$ cat src/rtl/pwm_drive_16_if.sv
// Command/status bundle between the PID back end and the PWM drive.
interface pwm_drive_16_if;
    logic        enable;
    logic [15:0] period;
    logic [15:0] cmd;
    logic [3:0]  cmd_shift;
    logic        pwm;
    logic        dir;
    logic [16:0] duty;
    logic        period_start;
    logic        in_deadtime;

    // The controller side drives commands and observes the drive status.
    modport master (
        output enable, period, cmd, cmd_shift,
        input  pwm, dir, duty, period_start, in_deadtime
    );

    // The PWM drive consumes commands and produces the status.
    modport slave (
        input  enable, period, cmd, cmd_shift,
        output pwm, dir, duty, period_start, in_deadtime
    );
endinterface

$ cat src/rtl/pwm_drive_16.sv
// Signed 16-bit command to PWM + direction for an H-bridge, with commands
// latched at period boundaries and a whole-period dead-time on reversal.
module pwm_drive_16 #(
    parameter int unsigned DEAD_PERIODS = 2  // legal range 1..15
) (
    input  logic              clk,
    input  logic              rst,
    pwm_drive_16_if.slave     bus
);

    typedef enum logic {
        RUN  = 1'b0,
        DEAD = 1'b1
    } state_t;

    state_t      state;
    state_t      state_next;
    logic [3:0]  dead_cnt;
    logic [3:0]  dead_cnt_next;
    logic [15:0] cnt;
    logic [15:0] period_active;
    logic        dir_next;
    logic [16:0] duty_next;
    logic        boundary;
    logic        run;

    logic [15:0] cmd_neg;
    logic [16:0] mag;
    logic [16:0] mag_s;
    logic [16:0] period_len;
    logic [16:0] req_duty;
    logic        req_dir;
    logic        apply_run;

    assign boundary = (cnt == period_active);
    assign cmd_neg  = ~bus.cmd + 16'd1;

    // Command conditioning: magnitude, shift, clamp to the incoming period.
    always_comb begin
        // NOTE: every variable written in a combinational block gets a default
        // first, so no path leaves it unassigned and no latch is inferred.
        mag = '0;
        if (bus.cmd == 16'h8000) begin
            mag = 17'd32767;                 // -32768 saturates to +32767
        end else if (bus.cmd[15]) begin
            mag = {1'b0, cmd_neg};
        end else begin
            mag = {1'b0, bus.cmd};
        end
        mag_s      = mag >> bus.cmd_shift;
        period_len = {1'b0, bus.period} + 17'd1;
        req_duty   = (mag_s < period_len) ? mag_s : period_len;
        // A zero command carries no direction request: keep the current one.
        req_dir    = (bus.cmd == 16'd0) ? bus.dir : bus.cmd[15];
    end

    // State register: interlock state and remaining dead periods.
    always_ff @(posedge clk) begin
        // NOTE: the reset is synchronous and every flop has a reset value, so
        // reset wins even mid-period or mid-deadtime.
        if (!rst) begin
            state    <= RUN;
            dead_cnt <= '0;
        end else begin
            // NOTE: sequential state uses non-blocking assignments so all flops
            // update together from the pre-edge values.
            state    <= state_next;
            dead_cnt <= dead_cnt_next;
        end
    end

    // Next-state logic: only a period boundary may change dir/duty/state.
    always_comb begin
        state_next    = state;
        dead_cnt_next = dead_cnt;
        dir_next      = bus.dir;
        duty_next     = bus.duty;
        apply_run     = 1'b0;
        if (boundary) begin
            case (state)
                RUN:  apply_run = 1'b1;
                DEAD: begin
                    dead_cnt_next = dead_cnt - 4'd1;
                    // Last dead period ends here; evaluate this boundary's cmd.
                    if (dead_cnt == 4'd1) apply_run = 1'b1;
                end
                default: apply_run = 1'b1;
            endcase
        end
        if (apply_run) begin
            if ((req_duty != 17'd0) && (req_dir != bus.dir)) begin
                // Reversal: force the bridge off for whole periods first.
                dir_next      = req_dir;
                duty_next     = '0;
                dead_cnt_next = 4'(DEAD_PERIODS);
                state_next    = DEAD;
            end else begin
                duty_next  = req_duty;
                state_next = RUN;
            end
        end
    end

    // Output decode from the registered state.
    always_comb begin
        run             = (state == RUN);
        bus.in_deadtime = (state == DEAD);
    end

    // Counter, boundary latching and the registered PWM output.
    always_ff @(posedge clk) begin
        if (!rst) begin
            cnt              <= '0;
            period_active    <= '0;
            bus.dir          <= 1'b0;
            bus.duty         <= '0;
            bus.period_start <= 1'b0;
            bus.pwm          <= 1'b0;
        end else begin
            if (boundary) begin
                cnt           <= '0;
                period_active <= bus.period;
            end else begin
                cnt <= cnt + 16'd1;
            end
            bus.dir          <= dir_next;
            bus.duty         <= duty_next;
            bus.period_start <= boundary;
            bus.pwm          <= bus.enable & run & ({1'b0, cnt} < bus.duty);
        end
    end

endmodule

$ cat src/flat_wrapper.sv
// flat-port wrapper written by rule: the top's interface ports become plain ports
module pwm_drive_16_flat 
#(
    parameter int unsigned DEAD_PERIODS = 2                      
)
  (clk, rst, bus_enable, bus_period, bus_cmd, bus_cmd_shift, bus_pwm, bus_dir, bus_duty, bus_period_start, bus_in_deadtime);
  pwm_drive_16_if bus_i ();
  input  logic clk;
  input  logic rst;
  input wire logic [$bits(bus_i.enable)-1:0] bus_enable;
  input wire logic [$bits(bus_i.period)-1:0] bus_period;
  input wire logic [$bits(bus_i.cmd)-1:0] bus_cmd;
  input wire logic [$bits(bus_i.cmd_shift)-1:0] bus_cmd_shift;
  output wire logic [$bits(bus_i.pwm)-1:0] bus_pwm;
  output wire logic [$bits(bus_i.dir)-1:0] bus_dir;
  output wire logic [$bits(bus_i.duty)-1:0] bus_duty;
  output wire logic [$bits(bus_i.period_start)-1:0] bus_period_start;
  output wire logic [$bits(bus_i.in_deadtime)-1:0] bus_in_deadtime;
  assign bus_i.enable = bus_enable;
  assign bus_i.period = bus_period;
  assign bus_i.cmd = bus_cmd;
  assign bus_i.cmd_shift = bus_cmd_shift;
  assign bus_pwm = bus_i.pwm;
  assign bus_dir = bus_i.dir;
  assign bus_duty = bus_i.duty;
  assign bus_period_start = bus_i.period_start;
  assign bus_in_deadtime = bus_i.in_deadtime;
  pwm_drive_16 #(.DEAD_PERIODS(DEAD_PERIODS)) u_core (.clk(clk), .rst(rst), .bus(bus_i));
endmodule
$ cat config.mk
export PLATFORM = sky130hd
export DESIGN_NAME = pwm_drive_16_flat
export DESIGN_NICKNAME = d
export VERILOG_FILES = /design/src/rtl/pwm_drive_16_if.sv /design/src/rtl/pwm_drive_16.sv /design/src/flat_wrapper.sv
export SDC_FILE = /design/constraint.sdc
export NUM_CORES = 1
export LEC_CHECK = 0
export ABC_AREA = 1
export CORE_ASPECT_RATIO = 2
export CORE_MARGIN = 1
export CORE_UTILIZATION = 30
export DETAILED_ROUTE_END_ITERATION = 6
export GPL_ROUTABILITY_DRIVEN = 0
export PLACE_DENSITY = 0.55
export REMOVE_ABC_BUFFERS = 1
export SLEW_MARGIN = 20
export SYNTH_ARGS = -nofsm -noshare
export SYNTH_HDL_FRONTEND = slang
export SYNTH_SLANG_ARGS = --single-unit
export TNS_END_PERCENT = 10
$ cat constraint.sdc
create_clock -name clk -period 5.9 [get_ports clk]
set_input_delay 1.18 -clock clk [delete_from_list [all_inputs] [get_ports clk]]
set_output_delay 1.18 -clock clk [all_outputs]
set_load 0.01 [all_outputs]
==> results of run 1 <==
## registers in the layout, summed over array words and instances (netlist names)
signal                   cells
u_core.cnt                  16
u_core.bus.pwm               1
u_core.bus.duty             17
u_core.dead_cnt              4
u_core.bus.period_start      1
u_core.bus.in_deadtime       1
u_core.period_active        16
u_core.bus.dir               1
## per-stage QoR
step | cells | setup WS (ps) | hold slack (ps) | util [%] | power, uW
floorplan | 792 | 965.3 | 429.5 | - | 1105
global placement | 1098 | 271.2 | 455.3 | 37.25 | 1462
detailed placement | 1098 | 246.4 | 461.6 | 37.25 | 1468
CTS | 1114 | 588.6 | 469.9 | 38.92 | 1951
global route | 1114 | 167.2 | 492.3 | 38.93 | 2091
finish | 1114 | 607.5 | 472.4 | 38.93 | 1927
## cell families (layout without fill, tap and decap cells)
kind of cell	Yosys count	count (layout)
simple gates	440	440
flops	57	57
compound gates	120	120
fa+ha+maj	35	35
buf+inv	150	242
mux	1	1
xor+xnor	15	15
## cell usage after synthesis, types with 4 or more instances
cell and n:
nand2_1 228, inv_1 118, nand3_1 83, nor2_1 60
dfxtp_1 57, a21oi_1 54, ha_1 35, o21ai_0 23
nand4_1 22, clkbuf_1 14, o22ai_1 14, xor2_1 14
nor3_1 12, a21oi_2 11, nor4_1 8, buf_2 5
nand3_2 5, clkinv_1 4, o211ai_1 4
## worst max-delay path: cells and delay by family
kind / cells / cell delay (ps)
multiplexers: 1 / 240
adder cells (fa/ha/maj): 1 / 270
buffers and inverters: 5 / 1330
AND/OR/NAND/NOR: 17 / 1730
AO/OA/AOI/OAI: 6 / 710
## layer usage
| layer | track usage, % | wire length, um | vias up |
|---|---|---|---|
| li1 | - | - | 2851 |
| met1 | 16.80 | 5404 | 2432 |
| met4 | 11.75 | 941 | 0 |
| met2 | 39.41 | 9081 | 119 |
| met5 | 0 | 0 | - |
| met3 | 1.724 | 277 | 55 |
## how the worst max path moves through the flow
stage	from	to	slack (ps)	cells after the start
6_report	bus_cmd[15]	u_core.bus.duty[3]	610	30
3_5_place_dp	bus_cmd[7]	u_core.bus.duty[15]	250	31
2_1_floorplan	bus_cmd[0]	u_core.bus.duty[0]	970	26
3_3_place_gp	bus_cmd[7]	u_core.bus.duty[15]	270	31
4_1_cts	bus_cmd[7]	u_core.bus.duty[15]	590	31
5_1_grt	bus_cmd[1]	u_core.bus.duty[14]	170	30
## final cells by class
class / instances / area [um^2]
fill: 1793 / 9985
multi-input combinational: 611 / 3293
sequential: 57 / 1141
timing repair buffer: 102 / 938.4
inverter: 124 / 465.4
tap: 204 / 255.2
clock buffer: 9 / 225.2
clock inverter: 7 / 47.55
## power by group through the flow
stage	Combinational [uW]	Clock, uW	Sequential (uW)
5_1_grt	1040	506	541
3_3_place_gp	926	0	536
2_1_floorplan	570	0	535
3_5_place_dp	932	0	536
6_report	924	475	528
4_1_cts	936	486	529
==> flow_summary.toml, run 1 <==
[die]
die_y_um = 185.1
io_pins = 60
die-area_um2 = 17320
num_rows = 66
die_x_um = 93.57
core_area_um2 = 16350
start_util_pct = 30.77

[yosys]
synth_cell_types = 44
synth_top_family_by_area = "simple AND/OR/NAND/NOR gates"
synthXorXnorAreaFrac_pct = 2.611
synth_mux_area_share_pct = 0.1990
synthAdderAreaFrac_pct = 8.704
synth_edf_count = 0
synth_top_area_share_pct = 22.68
synth_area_leaders = "dfxtp_1 23%, nand2_1 17%, inv_1 8.8%, ha_1 8.7%, nand3_1 8.3%"
synthSimpleGateAreaFrac_pct = 39.77
ys_seq_elements = 57
synth_ff_type = "dfxtp_1"
synth_cells = 818
synth_top_cell_by_area = "dfxtp_1"
synth-seq-area-share_pct = 22.68
syn_avg_cell_area_um2 = 6.150
synthArstFlopShare_pct = 0
synth_compound_area_share_pct = 14.13
syn_area_um2 = 5031
ys_warn_count = 0

[pwr]
p_clk_share_pct = 24.7
combPwrFrac_pct = 47.9
p_sw_share_pct = 43.71
power.internal_uw = 1085
power.switching_uw = 842.5
power_frac_seq_pct = 27.4
max-vdd-ir-drop_v = 0.0001774
p_per_area_nw_per_um2 = 302.7
power.leakage_uw = 0.002807

[route]
vias = 5457
drt_first_pass_iters = 5
post_drt_via_cell_ratio = 4.899
routed_wl_um = 15700
drc = 0
drtAntennaViolNets = 0
wire_per_inst_um = 14.10
first_iter_violations = 206

[clocking]
numCtsBuffers = 9
cts_sinks = 57
htree_levels = 3
clk_latency_ps = 330
clockBufferDepth = 2
ctsResizeCount = 0
cts_root_buffer = "clkbuf_16"
cts_hold_buf = 0
cts.clk_slew.worst_paths_ps = 50
post_cts_buffers = 0
cts_tree = "done"

[grt]
grt_use_total_pct = 19.05
antenna_found_initial = 0
overflow = 0
grt_start_max_net_pins = 35
grt_pass1_vias = 5357
grt_pass1_wl_um = 25400

[worst_setup_path]
cp_data_required_time_ps = 6090
crit_fanout = 16
rrSetupSlack_ps = 2580
r2r_cells = 10
end_kind = "flip-flop"
arrival_ps = 5490
r2r-end = "u_core.bus.duty[10]"
timing.rr.start = "u_core.cnt[12]"
slowest_stage = "clkdlybuf4s50_1"
startpoint_type = "input port"
cpMostUsedCell = "nand2_1"
worstSetupPathType = "input port to flip-flop"
slowest_delay_ps = 580

[hold_path]
hold_end = "u_core.cnt[0]"
hold_path_class = "flip-flop to flip-flop"
hold_depth = 1
worstHoldStart = "u_core.cnt[0]"

[finish]
layout-drive-gt1-share_pct = 10.55
final_common_cell = "nand2_1"
fin_area_um2 = 6366
final_nets = 979
diodes = 0
area_delta_synth_final_pct = 26.54
final_cell_mix = "227 x nand2_1, 118 x inv_1, 83 x nand3_1"

[timing]
clock_skew_ps = 7.922
worst_slew_pin_slew_ps = 943.3
fin_crit_sh_pct = 89.70
fmax_mhz = 188.9
maxSlewHeadroom_pct = 36.73
rsz0062_at_grt = "no"
setup_viol = 0
slew_viol_final = 0
final-hold-violation-count = 0
setup_tns_ps = 0
min_period_ps = 5293

[run]
max-cap-violations = 0

[status]
status = "completed"

[placement]
io_buffers = 59
hpwl_um = 13270
placed_area_um2 = 6091
Power figures use the tool's default switching activity.
==> inputs of run 2 (changes only) <==
Settings changed: PLACE_DENSITY 0.55 to default, TNS_END_PERCENT 10 to 20.
==> flow_summary.toml, run 2 (synthesized netlist as in run 1, its figures left out) <==
[timing]
fin_crit_sh_pct = 90.14
min_period_ps = 5318
rsz0062_at_grt = "no"
maxSlewHeadroom_pct = 27.06
worst_slew_pin_slew_ps = 1091
fmax_mhz = 188.0
slew_viol_final = 0
setup_viol = 0
setup_tns_ps = 0
final-hold-violation-count = 0
clock_skew_ps = 7.422

[worst_setup_path]
arrival_ps = 5550
worstSetupPathType = "input port to flip-flop"
crit_fanout = 16
end_kind = "flip-flop"
startpoint_type = "input port"
cpMostUsedCell = "nand2_1"
slowest_delay_ps = 470
slowest_stage = "clkdlybuf4s50_1"
cp_data_required_time_ps = 6140
rrSetupSlack_ps = 2670

[grt]
grt_pass1_wl_um = 25050
grt_start_max_net_pins = 35
grt_use_total_pct = 18.71
overflow = 0
antenna_found_initial = 0
grt_pass1_vias = 5386

[pwr]
power.leakage_uw = 0.002749
p_per_area_nw_per_um2 = 318.2
combPwrFrac_pct = 45.6
power_frac_seq_pct = 26.7
p_clk_share_pct = 27.7
power.switching_uw = 819.1
power.internal_uw = 1169
max-vdd-ir-drop_v = 0.0001768
p_sw_share_pct = 41.20

[run]
max-cap-violations = 0

[finish]
largest-register = "u_core.bus.duty"
n_fill_cell = 1787
fin_area_um2 = 6247
final_cell_mix = "228 x nand2_1, 118 x inv_1, 83 x nand3_1"
diodes = 0
area_delta_synth_final_pct = 24.17
final_nets = 960
reg_top3 = "u_core.bus.duty: 17 flops, u_core.cnt: 16 flops, u_core.period_active: 16 flops"
layout-drive-gt1-share_pct = 8.202
largest_register_ff_count = 17
final_common_cell = "nand2_1"

[clocking]
clk_latency_ps = 330
ctsResizeCount = 0
cts_hold_buf = 0
numCtsBuffers = 9
cts_tree = "done"
cts.clk_slew.worst_paths_ps = 50
post_cts_buffers = 0
clockBufferDepth = 2
htree_levels = 3
cts_sinks = 57
cts_root_buffer = "clkbuf_16"

[route]
drc = 0
routed_wl_um = 15310
post_drt_via_cell_ratio = 4.948
first_iter_violations = 215
vias = 5413
drtAntennaViolNets = 0
wire_per_inst_um = 13.99
drt_first_pass_iters = 4

[placement]
hpwl_um = 12870
io_buffers = 59
placed_area_um2 = 5936

[die]
io_pins = 60
num_rows = 66
die_y_um = 185.1
die-area_um2 = 17320
die_x_um = 93.57
core_area_um2 = 16350
start_util_pct = 30.77

[status]
status = "completed"

[hold_path]
hold_path_class = "flip-flop to flip-flop"
[run 2: cell types whose count changed in the layout (fill, tap and decap cells not counted), moves of 2 or more]
cell        delta
buf_4         -18
clkinvlp_4     -5
bufinv_16      +2
clkbuf_1       +2
[run 2: critical path: cells and delay by family]
kind	cells	cell delay (ps)
AO/OA/AOI/OAI	6	900
adder cells (fa/ha/maj)	1	270
buffers and inverters	4	860
AND/OR/NAND/NOR	19	2350
[run 2: path summary, 6_finish.rpt]
check                           start                   to  cells past startpoint
setup / recovery           bus_cmd[8]   u_core.bus.duty[1]                     30
hold reg to reg   u_core.bus.duty[16]  u_core.bus.duty[16]                      2
setup reg to reg       u_core.cnt[12]  u_core.bus.duty[14]                     10
hold / removal    u_core.bus.duty[16]  u_core.bus.duty[16]                      2
[run 2: metal layers]
metal  up-vias  track usage [%]  part of all wire [%]
met5         -                0                     0
met4         0            14.34                   7.2
met3        64            1.642                   2.1
met2       128            37.50                    56
met1      2407            16.43                    35
li1       2814                -                     -
[run 2: cell type report]
| class | instances | area, um^2 | share of cell area (%) |
|---|---|---|---|
| inverters | 124 | 465.4 | 7.450 |
| multi-input cells | 611 | 3291 | 52.67 |
| well taps | 204 | 255.2 | 4.086 |
| repair buffers | 83 | 783.3 | 12.54 |
| clock inverters | 3 | 65.06 | 1.041 |
| flip-flops and latches | 57 | 1141 | 18.27 |
| clock buffers | 12 | 246.5 | 3.946 |
[run 2: metrics by stage]
step / power, uW / util, % / hold slack (ps) / worst slack, ps / instances
3_3_place_gp: 1447 / 36.30 / 447.5 / 304.8 / 1079
5_1_grt: 2145 / 38.21 / 489.6 / 96.08 / 1094
4_1_cts: 2009 / 38.21 / 472.6 / 583.2 / 1094
6_report: 1988 / 38.21 / 474.3 / 582.0 / 1094
2_1_floorplan: 1105 / - / 429.5 / 965.3 / 792
3_5_place_dp: 1452 / 36.30 / 464.8 / 241.1 / 1079
[run 2: power groups by stage]
| stage | registers (uW) | logic, uW | clock network [uW] |
|---|---|---|---|
| global placement | 535 | 912 | 0 |
| global route | 542 | 1030 | 573 |
| detailed placement | 537 | 915 | 0 |
| CTS | 530 | 921 | 557 |
| finish | 532 | 906 | 550 |
| floorplan | 535 | 570 | 0 |
==> inputs of run 3 (changes only) <==
Clock period 5.9 ns to 5.7 ns, I/O delays scaled along.
==> flow_summary.toml, run 3 (synthesized netlist as in run 1, its figures left out) <==
[finish]
layout-drive-gt1-share_pct = 11.89
largest_register_ff_count = 17
diodes = 0
final_cell_mix = "227 x nand2_1, 118 x inv_1, 83 x nand3_1"
post-route-util_pct = 39.74
largest-register = "u_core.bus.duty"
fin_area_um2 = 6497
area_delta_synth_final_pct = 29.15
n_fill_cell = 1765
fin_cells = 1129
reg_top3 = "u_core.bus.duty: 17 flops, u_core.cnt: 16 flops, u_core.period_active: 16 flops"
final_common_cell = "nand2_1"
final_nets = 995

[pwr]
combPwrFrac_pct = 46.7
p_sw_share_pct = 41.75
power_frac_seq_pct = 26.7
p_per_area_nw_per_um2 = 315.5
max-vdd-ir-drop_v = 0.0002056
power.switching_uw = 855.9
power.leakage_uw = 0.002906
power.internal_uw = 1194
p_clk_share_pct = 26.6

[hold_path]
hold_end = "u_core.cnt[0]"
hold_path_class = "flip-flop to flip-flop"
worstHoldStart = "u_core.cnt[0]"
hold_depth = 1

[die]
die_x_um = 93.57
num_rows = 66
core_area_um2 = 16350
die_y_um = 185.1
io_pins = 60
start_util_pct = 30.77
die-area_um2 = 17320

[worst_setup_path]
worstSetupPathType = "input port to flip-flop"
slowest_stage = "clkdlybuf4s50_1"
arrival_ps = 5570
startpoint_type = "input port"
r2r-end = "u_core.bus.duty[11]"
slowest_delay_ps = 480
r2r_cells = 10
crit_fanout = 16
cp_data_required_time_ps = 5940
end_kind = "flip-flop"
rrSetupSlack_ps = 2450
cpMostUsedCell = "nand2_1"
timing.rr.start = "u_core.cnt[12]"

[grt]
overflow = 0
grt_start_max_net_pins = 35
grt_pass1_vias = 5414
grt_pass1_wl_um = 24670
antenna_found_initial = 0
grt_use_total_pct = 18.36

[timing]
worst_slew_pin_slew_ps = 946.7
slew_viol_final = 0
fin_crit_sh_pct = 93.54
final-hold-violation-count = 0
setup_tns_ps = 0
rsz0062_at_grt = "no"
maxSlewHeadroom_pct = 36.49
clock_skew_ps = 6.457
min_period_ps = 5332
setup_viol = 0
fmax_mhz = 187.6

[clocking]
numCtsBuffers = 9
cts_root_buffer = "clkbuf_16"
post_cts_buffers = 0
cts_tree = "done"
cts_hold_buf = 0
ctsResizeCount = 0
clk_latency_ps = 330
htree_levels = 3
clockBufferDepth = 2
cts.clk_slew.worst_paths_ps = 50
cts_sinks = 57

[route]
routed_wl_um = 15120
drtAntennaViolNets = 0
drt_first_pass_iters = 4
vias = 5418
wire_per_inst_um = 13.39
first_iter_violations = 166
drc = 0
post_drt_via_cell_ratio = 4.799

[placement]
placed_area_um2 = 6198
hpwl_um = 12740
placed_cells = 1114
io_buffers = 59

[status]
status = "completed"

[run]
max-cap-violations = 0
-- run 3: worst max-delay path, delay by kind of cell --
kind                       cells  cell delay (ps)
and+or+nand+nor               18             2070
AOI/OAI and AO/OA              7             1020
buffers and inverters          4              820
adders and majority gates      2              500
-- run 3: metal layers --
layer	up-vias	track usage, %	wire length, um
met1	2434	16.41	5345
li1	2877	-	-
met2	79	38.59	8897
met5	-	0	0
met3	28	1.765	277
met4	0	9.354	600
-- run 3: final cells by class --
cell class / instances / area, um^2 / share of cell area [%]
clock buffer: 12 / 256.5 / 3.948
clock inverter: 3 / 40.04 / 0.6162
inverter: 124 / 465.4 / 7.163
multi-input combinational: 611 / 3293 / 50.68
sequential: 57 / 1141 / 17.56
tap: 204 / 255.2 / 3.928
timing repair buffer: 118 / 1046 / 16.10
-- run 3: worst max path at each step --
| stage | from | slack, ps | endpoint | cells after the start |
|---|---|---|---|---|
| after floorplan | bus_cmd[0] | 810 | u_core.bus.duty[0] | 26 |
| after global placement | bus_cmd[1] | 100 | u_core.bus.duty[14] | 31 |
| after detailed placement | bus_cmd[1] | 60 | u_core.bus.duty[14] | 31 |
| after CTS | bus_cmd[1] | 400 | u_core.bus.duty[14] | 31 |
| after global routing | bus_cmd[1] | 0.03 | u_core.bus.duty[15] | 34 |
| final | bus_cmd[1] | 370 | u_core.bus.duty[14] | 31 |
-- run 3: through the flow --
stage | hold WS, ps | total power, uW | setup WS [ps]
2_1_floorplan | 429.5 | 1144 | 805.3
3_3_place_gp | 448.8 | 1515 | 100.9
3_5_place_dp | 450.7 | 1523 | 57.59
4_1_cts | 464.1 | 2070 | 399.5
5_1_grt | 510.1 | 2210 | 0.03286
6_report | 456.0 | 2050 | 368.3
-- run 3: power groups by stage --
stage                     combinational [uW]  sequential, uW  clock, uW
after CTS                                972             547        551
final                                    958             547        545
after floorplan                          590             554          0
after global routing                    1090             559        565
after detailed placement                 968             555          0
after global placement                   963             553          0
